$ cat config.mk
export PLATFORM = sky130hd
export DESIGN_NAME = execute_stage
export DESIGN_NICKNAME = d
export VERILOG_FILES = /design/src/rtl/arm_defs_pkg.sv /design/src/rtl/val2_generator.sv /design/src/rtl/execute_stage.sv
export SDC_FILE = /design/constraint.sdc
export NUM_CORES = 1
export LEC_CHECK = 0
export BUFFER_PORTS_ARGS = -buffer_cell sky130_fd_sc_hd__buf_2
export CAP_MARGIN = 30
export CORE_UTILIZATION = 45
export CTS_BUF_LIST = sky130_fd_sc_hd__clkbuf_8 sky130_fd_sc_hd__clkbuf_16
export DETAILED_ROUTE_END_ITERATION = 6
export HOLD_SLACK_MARGIN = 0.08
export PLACE_DENSITY_LB_ADDON = 0.05
export SYNTH_ARGS = -nofsm -noshare
export SYNTH_HDL_FRONTEND = slang
export SYNTH_SLANG_ARGS = --single-unit
$ cat constraint.sdc
create_clock -name clk -period 12.4 [get_ports clk]
set_input_delay 2.48 -clock clk [delete_from_list [all_inputs] [get_ports clk]]
set_output_delay 2.48 -clock clk [all_outputs]
set_load 0.005 [all_outputs]
$ cat src/rtl/arm_defs_pkg.sv
// Shared definitions for the ARM EXE stage: datapath width, ALU opcode
// encodings, shifter type codes and a rotate-right helper.
package arm_defs;

    localparam int WIDTH = 32;

    typedef enum logic [3:0] {
        EXE_NOP = 4'b0000,
        EXE_MOV = 4'b0001,
        EXE_ADD = 4'b0010,
        EXE_ADC = 4'b0011,
        EXE_SUB = 4'b0100,
        EXE_SBC = 4'b0101,
        EXE_AND = 4'b0110,
        EXE_ORR = 4'b0111,
        EXE_EOR = 4'b1000,
        EXE_MVN = 4'b1001
    } exe_cmd_e;

    typedef enum logic [1:0] {
        SHIFT_LSL = 2'b00,
        SHIFT_LSR = 2'b01,
        SHIFT_ASR = 2'b10,
        SHIFT_ROR = 2'b11
    } shift_type_e;

    // Rotate right by 0..31; the left-shift term becomes a shift by 32
    // (all zeros) when amt is 0, so amt=0 returns the value unchanged.
    function automatic logic [WIDTH-1:0] ror32(input logic [WIDTH-1:0] val,
                                               input logic [4:0]       amt);
        logic [5:0] inv_amt;
        inv_amt = 6'd32 - {1'b0, amt};
        return (val >> amt) | (val << inv_amt);
    endfunction

endpackage

$ cat src/rtl/val2_generator.sv
// Second-operand former for the EXE stage (pure combinational).
// Ports:
//   shiftOperand  in  12  shifter_operand / memory offset field
//   immediate     in   1  I bit
//   isMem         in   1  load/store: use zero-extended 12-bit offset
//   reg2Val       in  32  Rm value
//   val2          out 32  second ALU operand
module val2_generator
    import arm_defs::*;
(
    input  logic [11:0]      shiftOperand,
    input  logic             immediate,
    input  logic             isMem,
    input  logic [WIDTH-1:0] reg2Val,
    output logic [WIDTH-1:0] val2
);

    logic [4:0]       rot_amt;
    logic [4:0]       sh_amt;
    logic [1:0]       sh_type;
    logic [WIDTH-1:0] imm_ext;
    logic [WIDTH-1:0] asr_val;

    always_comb begin
        rot_amt = {shiftOperand[11:8], 1'b0};
        sh_amt  = shiftOperand[11:7];
        sh_type = shiftOperand[6:5];
        imm_ext = {24'b0, shiftOperand[7:0]};
        asr_val = $unsigned($signed(reg2Val) >>> sh_amt);
        val2    = reg2Val;

        if (isMem) begin
            val2 = {20'b0, shiftOperand};
        end else if (immediate) begin
            val2 = ror32(imm_ext, rot_amt);
        end else if (sh_amt != 5'd0) begin
            case (sh_type)
                SHIFT_LSL: val2 = reg2Val << sh_amt;
                SHIFT_LSR: val2 = reg2Val >> sh_amt;
                SHIFT_ASR: val2 = asr_val;
                default:   val2 = ror32(reg2Val, sh_amt);
            endcase
        end
    end

endmodule

$ cat src/rtl/execute_stage.sv
// EXE stage of the 5-stage ARM pipeline: forms Val2, runs the ALU, holds the
// NZCV status register and the EXE->MEM pipeline register, and reports the
// branch target back to fetch.
// Ports:
//   clk, rst                     clock, synchronous active-high reset
//   writeBackEn..branch          control bits from the ID->EXE register
//   executeCommand               ALU opcode
//   PC, reg1Val, reg2Val         PC+4, Rn, Rm/Rd values
//   immediate, shiftOperand      operand-2 selection fields
//   signedImmediate              24-bit branch offset (words)
//   destination                  Rd
//   branchTaken, branchAddress   combinational branch/flush to fetch
//   N, Z, C, V                   status register contents
//   *MEM                         registered EXE->MEM outputs
module execute_stage
    import arm_defs::*;
(
    input  logic             clk,
    input  logic             rst,
    input  logic             writeBackEn,
    input  logic             memRead,
    input  logic             memWrite,
    input  logic             s,
    input  logic             branch,
    input  logic [3:0]       executeCommand,
    input  logic [WIDTH-1:0] PC,
    input  logic [WIDTH-1:0] reg1Val,
    input  logic [WIDTH-1:0] reg2Val,
    input  logic             immediate,
    input  logic [11:0]      shiftOperand,
    input  logic [23:0]      signedImmediate,
    input  logic [3:0]       destination,
    output logic             branchTaken,
    output logic [WIDTH-1:0] branchAddress,
    output logic             N,
    output logic             Z,
    output logic             C,
    output logic             V,
    output logic             writeBackEnMEM,
    output logic             memReadMEM,
    output logic             memWriteMEM,
    output logic [WIDTH-1:0] aluResultMEM,
    output logic [WIDTH-1:0] storeValMEM,
    output logic [3:0]       destinationMEM
);

    logic [WIDTH-1:0] val2;
    logic [WIDTH-1:0] result;
    logic [WIDTH:0]   sum;
    logic             n_new, z_new, c_new, v_new;

    logic [3:0]       nzcv_d, nzcv_q;
    logic             wb_d, wb_q, mr_d, mr_q, mw_d, mw_q;
    logic [WIDTH-1:0] res_d, res_q, store_d, store_q;
    logic [3:0]       dest_d, dest_q;

    val2_generator u_val2 (
        .shiftOperand (shiftOperand),
        .immediate    (immediate),
        .isMem        (memRead | memWrite),
        .reg2Val      (reg2Val),
        .val2         (val2)
    );

    assign branchTaken   = branch;
    assign branchAddress = PC + {{6{signedImmediate[23]}}, signedImmediate, 2'b00};

    always_comb begin
        sum    = '0;
        result = '0;
        c_new  = nzcv_q[1];
        v_new  = nzcv_q[0];
        case (executeCommand)
            EXE_MOV: result = val2;
            EXE_MVN: result = ~val2;
            EXE_ADD, EXE_ADC: begin
                sum = {1'b0, reg1Val} + {1'b0, val2};
                if (executeCommand == EXE_ADC) sum = sum + {{WIDTH{1'b0}}, nzcv_q[1]};
                result = sum[WIDTH-1:0];
                c_new  = sum[WIDTH];
                v_new  = (reg1Val[31] == val2[31]) && (result[31] != reg1Val[31]);
            end
            // Subtract as a + ~b + carry-in so the carry out is NOT borrow.
            EXE_SUB, EXE_SBC: begin
                sum = {1'b0, reg1Val} + {1'b0, ~val2};
                sum = sum + ((executeCommand == EXE_SUB) ? {{WIDTH{1'b0}}, 1'b1}
                                                         : {{WIDTH{1'b0}}, nzcv_q[1]});
                result = sum[WIDTH-1:0];
                c_new  = sum[WIDTH];
                v_new  = (reg1Val[31] != val2[31]) && (result[31] != reg1Val[31]);
            end
            EXE_AND: result = reg1Val & val2;
            EXE_ORR: result = reg1Val | val2;
            EXE_EOR: result = reg1Val ^ val2;
            default: begin
                result = '0;
                c_new  = 1'b0;
                v_new  = 1'b0;
            end
        endcase
        n_new = result[31];
        z_new = (result == '0);

        nzcv_d  = s ? {n_new, z_new, c_new, v_new} : nzcv_q;
        wb_d    = writeBackEn;
        mr_d    = memRead;
        mw_d    = memWrite;
        res_d   = result;
        store_d = reg2Val;
        dest_d  = destination;
    end

    always_ff @(posedge clk) begin
        if (rst) begin
            nzcv_q  <= '0;
            wb_q    <= 1'b0;
            mr_q    <= 1'b0;
            mw_q    <= 1'b0;
            res_q   <= '0;
            store_q <= '0;
            dest_q  <= '0;
        end else begin
            nzcv_q  <= nzcv_d;
            wb_q    <= wb_d;
            mr_q    <= mr_d;
            mw_q    <= mw_d;
            res_q   <= res_d;
            store_q <= store_d;
            dest_q  <= dest_d;
        end
    end

    assign {N, Z, C, V}    = nzcv_q;
    assign writeBackEnMEM  = wb_q;
    assign memReadMEM      = mr_q;
    assign memWriteMEM     = mw_q;
    assign aluResultMEM    = res_q;
    assign storeValMEM     = store_q;
    assign destinationMEM  = dest_q;

endmodule

== Yosys cells after proc, flatten, opt, wreduce, memory -nomap -nowiden ==
Cells that the tools add are included.
Storage, ports and cells
  input bits: 148
  word-level logic and storage cells: 63
  flip-flop bits (word level): 75
Operators by class
  eq/ne operators: 15
  multiplexer cells: 10
  $add $sub $neg: 7
  reductions and logical operators: 9
  shift operators: 6
  bitwise operators: 8
Operators by type and width (number)
  $pmux W32 S7: 1
  $mux W32: 3
  $or A32 B32 Y32: 3
  $pmux W32 S3: 1
  $add A32 B32 Y33: 2
  $add A33 B1 Y33: 2
  $mux W33: 2
  $add A32 B32 Y32: 1
  $and A32 B32 Y32: 1
  $logic_not A32 Y1: 1
  $not A32 Y32: 1
  $shl A32 B5 Y32: 1
  $shl A32 B6 Y32: 1
  $shl A8 B6 Y32: 1
  $shr A32 B5 Y32: 1
  $shr A8 B5 Y32: 1
  $sshr A32 B5 Y32: 1
  $xor A32 B32 Y32: 1
  $eq A4 B3 Y1 const B: 4
  $sub A6 B5 Y6 const A: 2
  $eq A4 B2 Y1 const B: 2
  $eq A4 B4 Y1 const B: 2
  $pmux W1 S3: 2
  $reduce_bool A5 Y1: 1
  13 further kinds: 17

== Longest topological paths before layout ==
  depth in word-level cells: 14
  gate-level depth with buffers: 34

== Hierarchy ==
Synthesis repeated with hierarchy kept, for this count alone.
Second synthesis, totals
  cells, all modules: 2527
  area total of the unflattened synthesis: 19068.3 µm²
Modules (own cells, without submodules)
  execute_stage: cells an instance 1389, area each 10211.0 µm², times used 1, seq. area each 1501.4 µm²
  val2_generator: cells an instance 1138, area each 8857.2 µm², times used 1, seq. area each 0.0 µm²

== Worst setup path before layout ==
OpenSTA, ideal clock, no wires.
  path type: in2reg
  start point: input port shiftOperand[9]
  end point: register nzcv_q[2]
  library setup time: 75 ps
  arrival: 9870 ps
  slack: 2455 ps
  path buffers: 9
  stages: 34
  cells stage by stage: buf_2 inv_1 buf_2 buf_2 buf_2 clkbuf_1 ha_1 clkbuf_1 nor2b_1 clkbuf_1 xnor2_1 clkbuf_1 mux2_2 o21ai_0 o21ai_0 o21a_1 o211ai_1 nand2_1 inv_1 ha_1 buf_2 a21oi_1 o31ai_1 a21oi_1 a211oi_1 or2_1 a311oi_1 a21o_1 or3_1 nor4_1 xnor2_1 o21ai_0 or4_1 o22ai_1
On the way
  cells in the longest elaborated chain, start to end: 13
Ends and longest elaborated chain
  from (decl): RTL line execute_stage.sv:30  | input logic [11:0] shiftOperand,
  $sub A6 B5 Y6: RTL line arm_defs_pkg.sv:32  | inv_amt = 6'd32 - {1'b0, amt};
  $shl A32 B6 Y32: RTL line arm_defs_pkg.sv:33  | return (val >> amt) | (val << inv_amt);
  $or A32 B32 Y32: RTL line arm_defs_pkg.sv:33
  $pmux W32 S3: RTL line val2_generator.sv:37  | case (sh_type)
  $mux W32: RTL line val2_generator.sv:36  | end else if (sh_amt != 5'd0) begin
  $mux W32: RTL line val2_generator.sv:34  | end else if (immediate) begin
  $mux W32 *: RTL line val2_generator.sv:32  | if (isMem) begin
  $add A32 B32 Y33: RTL line execute_stage.sv:77  | sum = {1'b0, reg1Val} + {1'b0, val2};
  $add A33 B1 Y33: RTL line execute_stage.sv:78  | if (executeCommand == EXE_ADC) sum = sum + {{WIDTH{1'b0}}, nzcv_q[1]};
  $mux W33: RTL line execute_stage.sv:78
  $mux W33: RTL line execute_stage.sv:73  | case (executeCommand)
  $pmux W32 S7 *: RTL line execute_stage.sv:73
  $logic_not A32 Y1 *: RTL line execute_stage.sv:102  | z_new = (result == '0);
  to (signal assigned): RTL line execute_stage.sv:123  | nzcv_q <= nzcv_d;
  to (decl): RTL line execute_stage.sv:52  | logic [3:0] nzcv_d, nzcv_q;
Mark *: on every way between the ends. The rest lies on a longest branch, timed or not. The select of a mux whose other input is x is not followed.
A chain may end at the register's enable or synchronous reset.

== Worst setup path in the final report ==
  start point: input port shiftOperand[7]
  end point: register nzcv_q[2]
Same word-level chain as after synthesis.

==> flow_summary.json <==
{
  "cts_hold_buf": 0,
  "final_antenna_net_count": 0,
  "finalHoldViolCount": 0,
  "synth_cell_types": 88,
  "max_stage_delay_ps": 720,
  "num_vias": 21630,
  "fin_worst_skew_ps": 18.03,
  "synth_simple_gate_area_share_pct": 21.74,
  "r2r_cells": 17,
  "drc": 4,
  "synth_edf_count": 0,
  "yosysTopAreaCellShare_pct": 9.181,
  "cp_top_family": "compound AO/OA/AOI/OAI gates",
  "wl_per_cell_um": 29.67,
  "routed_wl_mm": 91.26,
  "ctsRootBufferMaster": "clkbuf_16",
  "portBuffers": 249,
  "final.fill_count": 3973,
  "p_leak_nw": 8.346,
  "dieArea_mm2": 0.04078,
  "cts.path.max_buffers": 2,
  "final_nets": 2835,
  "ioPinCount": 256,
  "fin_setup_tns_ps": 0,
  "post_cts_resized": 0,
  "vias_per_cell": 7.031,
  "crit_buf_inv": 3,
  "grt_pass1_vias": 20500,
  "start_util_pct": 46.12,
  "synth_most_common_cell": "nor2_1",
  "failed_checks": "design-rule violations",
  "netlist_area_mm2": 0.01799,
  "cts_sinks": 75,
  "cp.depth": 25,
  "hold_depth": 2,
  "synth_top_area_cell": "ha_1",
  "status": "finished with violations",
  "rsz0062_at_grt": "false",
  "cts_made_buffers": 9,
  "synth_flop_cell": "dfxtp_1",
  "ys_top_cells_by_count": "206 x nor2_1, 196 x nand2_1, 167 x a21oi_1",
  "synth_xor_area_share_pct": 5.648,
  "arrival_ps": 11140,
  "cp.required_ps": 12700,
  "synthAdderAreaFrac_pct": 9.682,
  "dp_hpwl_mm": 67.67,
  "first_iter_violations": 3233,
  "fin_crit_ps": 10840,
  "mappedNetlistNets": 2730,
  "grt_max_degree": 65,
  "hp-class": "flip-flop to flip-flop",
  "critPathMaxFanout": 36,
  "overflow": 0,
  "fin_hold_ws_ps": 496.3,
  "multiInputGateArea_mm2": 0.01514,
  "postSynthCellCount": 2446,
  "ir_drop_mv": 0.06770,
  "crit_slowest_cell": "nor4b_1",
  "ys_seq_elements": 75,
  "drive_above_1_share_pct": 18.86,
  "criticalPathCategory": "primary input to flip-flop",
  "start_kind": "primary input",
  "seq_area_mm2": 0.001501,
  "end_kind": "flip-flop",
  "power_density_mw_per_mm2": 78.56,
  "yosys_warnings": 0,
  "synthArstFlopShare_pct": 0,
  "dieHeight_um": 201.9,
  "synthMuxAreaShare_pct": 17.91,
  "cts_setup_buffers": 0,
  "slew_headroom_pct": 20.44,
  "setup_violations": 0,
  "tightestPinTransition_ps": 1175,
  "synth_top_family_by_area": "compound AO/OA/AOI/OAI gates",
  "area_growth_pct": 10.04,
  "synth_compound_area_share_pct": 28.86,
  "coreArea_mm2": 0.03901,
  "cap_viol_max_count": 0,
  "synthTopCellsByArea": "ha_1 9.2%, mux4_2 9.1%, dfxtp_1 8.3%",
  "drv_slew": 0,
  "place_congestion": 1.096,
  "synth_seq_area_share_pct": 8.347,
  "tritoncts": "built",
  "clk_pin_slew_worst_paths_ps": 70,
  "fp.dieW_um": 201.9,
  "grt_pass1_wl_mm": 133.4,
  "clkLatencyLatePin_ps": 390,
  "antenna_found_initial": 4,
  "synth.avg_cell_area_um2": 7.354,
  "cts_max_level": 3,
  "row_count": 72,
  "max_freq_ghz": 0.09227,
  "period_share_pct": 87.40,
  "path_common_cell": "o21ai_0",
  "track_usage_pct": 43.44,
  "dr.pass1.iters": 7
}
-- tightest hold or removal path: stages (launching register included) --
cell,delay (ps)
dfxtp_1,310
nor2_1,90
a211oi_1,50
-- worst paths after layout --
check / from / endpoint / slack [ps]
setup / recovery: shiftOperand[7] / nzcv_q[2] / 1560
hold / removal: nzcv_q[3] / nzcv_q[3] / 500
setup reg to reg: nzcv_q[1] / nzcv_q[2] / 6760
hold reg to reg: nzcv_q[3] / nzcv_q[3] / 500
-- registers in the layout (all words and copies together) (netlist names) --
| signal | cells |
|---|---|
| aluResultMEM | 32 |
| memWriteMEM | 1 |
| writeBackEnMEM | 1 |
| storeValMEM | 32 |
| destinationMEM | 4 |
| nzcv_q | 4 |
| memReadMEM | 1 |
-- placed cells by master, fill, tap and decap left out, drive strengths merged, types with 35 or more instances in the layout --
cell      n
buf     314
nor2    206
nand2   196
a21oi   167
o21ai   139
ha      132
inv     119
mux2i   105
xnor2    81
nor2b    77
dfxtp    75
mux4     73
nand3    60
nor3     58
a211oi   52
mux2     45
nand2b   40
o211ai   39
a21o     35
xor2     35
-- power breakdown --
| group | internal, mW | switching (mW) |
|---|---|---|
| Clock | 0.142 | 0.138 |
| Sequential | 0.258 | 0.00483 |
| Combinational | 0.369 | 0.644 |
| Total | 0.768 | 0.787 |
-- cells by family (layout without fill, tap and decap cells) --
| family | count (synthesis) | in the layout |
|---|---|---|
| xor+xnor | 116 | 116 |
| fa+ha+maj | 137 | 137 |
| mux | 223 | 223 |
| buf+inv | 339 | 449 |
| simple gates | 796 | 796 |
| flops | 75 | 75 |
| other cells | 0 | 2 |
| compound gates | 760 | 760 |
-- per-layer routing --
metal | track usage [%] | vias to the layer above | part of all wire (%)
met5 | 1.190 | - | 0.076
met4 | 25.76 | 2 | 6.7
met3 | 13.80 | 394 | 13
met2 | 63.54 | 1659 | 41
met1 | 55.50 | 10240 | 39
li1 | - | 9332 | -
-- through the flow --
stage | cells | utilization [%] | setup WS [ps] | power [mW] | area, um2
after CTS | 3073 | 50.66 | 1804 | 1.516 | 19760
after floorplan | 2446 | - | 2455 | 0.9105 | 17990
after global placement | 3057 | 49.90 | 1688 | 1.231 | 19460
final | 3076 | 50.75 | 1563 | 1.555 | 19800
after detailed placement | 3057 | 49.90 | 1405 | 1.233 | 19460
after global routing | 3076 | 50.75 | 1053 | 1.623 | 19800
-- cell type report --
type	instances	area share [%]
clock buffer	9	1.138
multi-input combinational	2032	76.47
antenna	2	0.02528
sequential	75	7.585
clock inverter	7	0.3666
inverter	119	2.256
tap	518	3.274
timing repair buffer	314	8.887
(Power assumes the default switching activity.)
